===== config.mk =====
export PLATFORM = sky130hd
export DESIGN_NAME = au_result_fifo_flat
export DESIGN_NICKNAME = d
export VERILOG_FILES = /design/src/rtl/au_result_fifo_if.sv /design/src/rtl/au_result_fifo.sv /design/src/flat_wrapper.sv
export SDC_FILE = /design/constraint.sdc
export NUM_CORES = 1
export LEC_CHECK = 0
export ABC_AREA = 1
export CAP_MARGIN = 20
export CORE_MARGIN = 2
export CORE_UTILIZATION = 54
export CTS_CLUSTER_DIAMETER = 200
export DETAILED_ROUTE_END_ITERATION = 16
export HOLD_SLACK_MARGIN = 0.15
export PLACE_DENSITY = 0.75
export SKIP_LAST_GASP = 1
export SYNTH_ARGS = -nofsm -noshare
export SYNTH_HDL_FRONTEND = slang
export SYNTH_SLANG_ARGS = --single-unit

===== constraint.sdc =====
create_clock -name clk -period 3.3 [get_ports clk]
set_input_delay 0.33 -clock clk [delete_from_list [all_inputs] [get_ports clk]]
set_output_delay 0.33 -clock clk [all_outputs]
set_load 0.05 [all_outputs]

===== src/rtl/au_result_fifo_if.sv =====
// Handshake bundle between the arithmetic unit result mux, the result FIFO and its consumer.
interface au_result_fifo_if #(
    parameter int unsigned WIDTH = 32,
    parameter int unsigned DEPTH = 4,
    parameter int unsigned AW    = 2
);
    logic [WIDTH-1:0] in_data;
    logic [1:0]       in_sel;
    logic             in_valid;
    logic             in_ready;
    logic [WIDTH-1:0] out_data;
    logic [1:0]       out_sel;
    logic             out_valid;
    logic             out_ready;
    logic [AW:0]      count;
    logic             full;
    logic             empty;
    logic             overflow;
    logic             clr_ovf;

    // Producer/consumer side: drives the inputs, observes the status.
    modport master (
        output in_data, in_sel, in_valid, out_ready, clr_ovf,
        input  in_ready, out_data, out_sel, out_valid, count, full, empty, overflow
    );

    // FIFO side.
    modport slave (
        input  in_data, in_sel, in_valid, out_ready, clr_ovf,
        output in_ready, out_data, out_sel, out_valid, count, full, empty, overflow
    );
endinterface


===== src/rtl/au_result_fifo.sv =====
// First-word-fall-through result buffer behind the arithmetic unit's 4:1 result mux.
// Stores {select tag, data} per entry; flags results dropped while full.
module au_result_fifo #(
    parameter int unsigned WIDTH = 32,
    parameter int unsigned DEPTH = 4,
    parameter int unsigned AW    = 2
) (
    input logic              clk,
    input logic              rst_n,
    au_result_fifo_if.slave  bus
);
    localparam logic [AW:0] FullCount = (AW + 1)'(DEPTH);

    logic [WIDTH+1:0] mem_q [DEPTH];
    logic [WIDTH+1:0] mem_d [DEPTH];
    logic [AW-1:0]    wr_ptr_q, wr_ptr_d;
    logic [AW-1:0]    rd_ptr_q, rd_ptr_d;
    logic [AW:0]      count_q, count_d;
    logic             overflow_q, overflow_d;

    logic full, empty, push, pop, drop;

    assign full  = (count_q == FullCount);
    assign empty = (count_q == '0);
    assign push  = bus.in_valid && !full;
    assign pop   = !empty && bus.out_ready;
    assign drop  = bus.in_valid && full;

    // Next-state: pointers, occupancy, sticky overflow and the written entry.
    always_comb begin
        mem_d      = mem_q;
        wr_ptr_d   = wr_ptr_q;
        rd_ptr_d   = rd_ptr_q;
        count_d    = count_q;
        overflow_d = overflow_q;
        if (push) begin
            mem_d[wr_ptr_q] = {bus.in_sel, bus.in_data};
            wr_ptr_d        = wr_ptr_q + 1'b1;
        end
        if (pop) begin
            rd_ptr_d = rd_ptr_q + 1'b1;
        end
        if (push && !pop) begin
            count_d = count_q + 1'b1;
        end else if (pop && !push) begin
            count_d = count_q - 1'b1;
        end
        // A drop on the same edge as a clear leaves the flag set.
        if (drop) begin
            overflow_d = 1'b1;
        end else if (bus.clr_ovf) begin
            overflow_d = 1'b0;
        end
    end

    // Control state with synchronous active-low reset.
    always_ff @(posedge clk) begin
        if (!rst_n) begin
            wr_ptr_q   <= '0;
            rd_ptr_q   <= '0;
            count_q    <= '0;
            overflow_q <= 1'b0;
        end else begin
            wr_ptr_q   <= wr_ptr_d;
            rd_ptr_q   <= rd_ptr_d;
            count_q    <= count_d;
            overflow_q <= overflow_d;
        end
    end

    // Storage is not reset; a write only lands outside reset.
    always_ff @(posedge clk) begin
        if (rst_n) begin
            mem_q <= mem_d;
        end
    end

    // Outputs come only from registered state (plus rst_n gating in_ready).
    always_comb begin
        bus.in_ready  = rst_n && !full;
        bus.out_valid = !empty;
        bus.out_data  = '0;
        bus.out_sel   = '0;
        if (!empty) begin
            bus.out_data = mem_q[rd_ptr_q][WIDTH-1:0];
            bus.out_sel  = mem_q[rd_ptr_q][WIDTH+1:WIDTH];
        end
        bus.count    = count_q;
        bus.full     = full;
        bus.empty    = empty;
        bus.overflow = overflow_q;
    end
endmodule


===== src/flat_wrapper.sv =====
// flat-port wrapper written by rule: the top's interface ports become plain ports
module au_result_fifo_flat 
#(
    parameter int unsigned WIDTH = 32,
    parameter int unsigned DEPTH = 4,
    parameter int unsigned AW    = 2
)
  (clk, rst_n, bus_in_data, bus_in_sel, bus_in_valid, bus_out_ready, bus_clr_ovf, bus_in_ready, bus_out_data, bus_out_sel, bus_out_valid, bus_count, bus_full, bus_empty, bus_overflow);
  au_result_fifo_if #(.WIDTH(WIDTH), .DEPTH(DEPTH), .AW(AW)) bus_i ();
  input logic clk;
  input logic rst_n;
  input wire logic [$bits(bus_i.in_data)-1:0] bus_in_data;
  input wire logic [$bits(bus_i.in_sel)-1:0] bus_in_sel;
  input wire logic [$bits(bus_i.in_valid)-1:0] bus_in_valid;
  input wire logic [$bits(bus_i.out_ready)-1:0] bus_out_ready;
  input wire logic [$bits(bus_i.clr_ovf)-1:0] bus_clr_ovf;
  output wire logic [$bits(bus_i.in_ready)-1:0] bus_in_ready;
  output wire logic [$bits(bus_i.out_data)-1:0] bus_out_data;
  output wire logic [$bits(bus_i.out_sel)-1:0] bus_out_sel;
  output wire logic [$bits(bus_i.out_valid)-1:0] bus_out_valid;
  output wire logic [$bits(bus_i.count)-1:0] bus_count;
  output wire logic [$bits(bus_i.full)-1:0] bus_full;
  output wire logic [$bits(bus_i.empty)-1:0] bus_empty;
  output wire logic [$bits(bus_i.overflow)-1:0] bus_overflow;
  assign bus_i.in_data = bus_in_data;
  assign bus_i.in_sel = bus_in_sel;
  assign bus_i.in_valid = bus_in_valid;
  assign bus_i.out_ready = bus_out_ready;
  assign bus_i.clr_ovf = bus_clr_ovf;
  assign bus_in_ready = bus_i.in_ready;
  assign bus_out_data = bus_i.out_data;
  assign bus_out_sel = bus_i.out_sel;
  assign bus_out_valid = bus_i.out_valid;
  assign bus_count = bus_i.count;
  assign bus_full = bus_i.full;
  assign bus_empty = bus_i.empty;
  assign bus_overflow = bus_i.overflow;
  au_result_fifo #(.WIDTH(WIDTH), .DEPTH(DEPTH), .AW(AW)) u_core (.clk(clk), .rst_n(rst_n), .bus(bus_i));
endmodule

==> metrics.cfg <==
[outcome]
outcome=finished, final reports clean

[timing]
holdWs_ns=0.451
hold_viol_final=0
tightest_slew_ns=0.716
fmax_mhz=379
finalSetupTns_ns=0
setup_violations=0
finalCritPeriodShare_pct=79.9
rsz0062_at_grt=false
slew_headroom_pct=52.3
clock_skew_ns=0.0133
finalMaxSlewViolations=0
min_period_ns=2.64

[job]
max_cap_viol_count=0

[placement]
dp_hpwl_um=6720
io_buffer_count=80
place_congestion=0.766
placed_cells=673

[worst_setup_path]
start_kind=flip-flop
arrival_ns=2.31
critPathRequiredTime_ns=2.97
setup.worst_path.class=reg2out
cp_max_fo=70
rr_startpoint=u_core.bus.count[0]
worstSetupEndpointType=output pin
setup.worst_path.start=u_core.rd_ptr_q[0]

[finish]
num_antenna_cells=0
layout.cells.non_filler=704
syn_to_final_growth_pct=24.6
nFillCells=731
nets=601
drive_gt1_share_pct=15.0

[pwr]
clkPwrFrac_pct=27.8
ir_worst_vdd_mv=0.864
power_frac_seq_pct=31.6
power.internal_w=0.00412
power_density_nw_per_um2=965
p_switching_w=0.00282
power_frac_comb_pct=40.6
switching_share_pct=40.6
p_leak_nw=2.57

[synthesis]
synth_top_area_share_pct=70.7
synth_flop_cell=edfxtp_1
ys_seq_area_share_pct=73.5
yosysMostFrequentCell=nor2_1
ys_ff_latch=144
synth_nets=518
synth.top_cells.by_count=149 x nor2_1, 136 x edfxtp_1, 49 x o21ai_1
synthCells=473
yosysWarnings=0
syn_area_per_cell_um2=12.2
syn-cell-area_um2=5780
ys_types=21
async_flop_share_pct=0
yosys-top-cells-area=edfxtp_1 71%, nor2_1 9.7%, o21ai_1 4.2%, a21oi_1 3.4%, dfxtp_1 2.8%
synth_top_area_cell=edfxtp_1
synth_enable_flop_cells=136

[global_route]
grt_pass1_wl_um=18000
grt_pass1_vias=3661
grt_max_degree=71
grtUsageTotal_pct=20.9
antenna_found_initial=0
gr-total-overflow=0

[routing]
vias=3742
post_drt_wl_per_cell_um=16.2
dr.pass1.iters=5
drtIter0Drc=321
drt_wl_total_um=11400
drcViolationCount=0
ant_nets=0
vias_per_cell=5.32

[floorplanning]
coreArea_um2=10400
start_util_pct=55.7
io_pins=81
die_h_um=107
die_w_um=107
die_area_um2=11500
rows=37

[clock_network]
clk_latency_ns=0.52
clkSinkCount=144
clk_pin_slew_ns=0.06
cts_tree=done
cts-buffers-inserted=17
htreeDepth=4
clockRootBuffer=clkbuf_8
cts-resized-gates=0
cts_hold_buf=0
post_cts_buffers=0
clock_path_buffers=2

[hold_path]
hp-start=bus_clr_ovf
hold_class=in2reg

worst max-delay path, stage by stage, from the launching register on:
cell and delay [ns]:
dfxtp_2 0.35, buf_4 0.59, nor2_1 0.11, nor2_1 0.10
o21ai_0 0.10, a21oi_1 0.28, buf_4 0.26
power by group through the flow:
stage / combinational (W) / sequential, W / clock (W)
global route: 0.00301 / 0.00221 / 0.00204
finish: 0.00282 / 0.00219 / 0.00193
CTS: 0.00284 / 0.00220 / 0.00195
floorplan: 0.00198 / 0.00228 / 0
global placement: 0.00280 / 0.00223 / 0
detailed placement: 0.00283 / 0.00223 / 0
sequential cells by signal (all words and copies together), names as in the netlist:
| signal | count |
|---|---|
| u_core.rd_ptr_q | 2 |
| u_core.bus.overflow | 1 |
| u_core.bus.count | 3 |
| u_core.mem_q | 136 |
| u_core.wr_ptr_q | 2 |
cells in the final DEF, fill, tap and decap left out:
| cell | instances |
|---|---|
| clkbuf_8 | 1 |
| inv_2 | 3 |
| clkinv_4 | 4 |
| clkbuf_1 | 1 |
| clkinv_2 | 1 |
| dfxtp_2 | 2 |
| o21ai_0 | 20 |
| bufinv_16 | 4 |
| clkinvlp_4 | 4 |
| nand2_2 | 1 |
| a21oi_1 | 39 |
| fa_1 | 1 |
| buf_4 | 43 |
| nand3b_1 | 1 |
| nor2_4 | 4 |
| dfxtp_1 | 6 |
| nor2_1 | 145 |
| o21ai_1 | 49 |
| clkdlybuf4s50_1 | 46 |
| inv_4 | 1 |
| xor2_1 | 1 |
| nor2_2 | 1 |
| inv_1 | 13 |
| clkbuf_16 | 16 |
| edfxtp_1 | 136 |
| nand2_1 | 16 |
| ha_1 | 5 |
| nand3_1 | 4 |
worst paths after layout:
check,end,cells past startpoint,slack [ns]
worst max register to register,u_core.mem_q[125],7,1.13
worst max-delay path,bus_out_sel[1],6,0.66
worst min register to register,u_core.bus.overflow,2,0.48
worst min-delay path,u_core.bus.overflow,4,0.45
stage by stage:
stage               worst slack (ns)  total power (W)  instance area [um^2]  util (%)
floorplan                     0.0429          0.00426                  5780         -
global placement               0.889          0.00503                  6590      63.5
detailed placement             0.872          0.00506                  6590      63.5
CTS                            0.656          0.00698                  7200      69.4
global route                   0.510          0.00726                  7200      69.4
finish                         0.663          0.00694                  7200      69.4
per-layer routing:
metal / routed length [um] / track usage, % / up-vias / share of wire (%)
met5: 0 / 0 / - / 0
met4: 74 / 6.23 / 0 / 0.65
met3: 889 / 7.32 / 11 / 7.8
met2: 5490 / 32.9 / 150 / 48
met1: 4920 / 27.6 / 1765 / 43
li1: - / - / 1816 / -
kinds of logic after synthesis:
logic type | count (synthesis) | share of synthesized area, %
DFF | 144 | 73.5
xor gates and xnor gates | 1 | 0.152
and+or+nand+nor | 172 | 11.4
AOI/OAI and AO/OA | 108 | 9.36
adders and majority gates | 6 | 1.43
buffers and inverters | 42 | 4.18
layout make-up:
cell class                 instances  area [um^2]  share of cell area, %
multi-input combinational        287         1320                   18.4
timing repair buffer              89          783                   10.9
clock buffer                      18          418                   5.81
tap                              136          170                   2.36
clock inverter                    13          190                   2.64
sequential                       144         4250                   59.0
inverter                          17         66.3                  0.922
(Power assumes the default switching activity.)
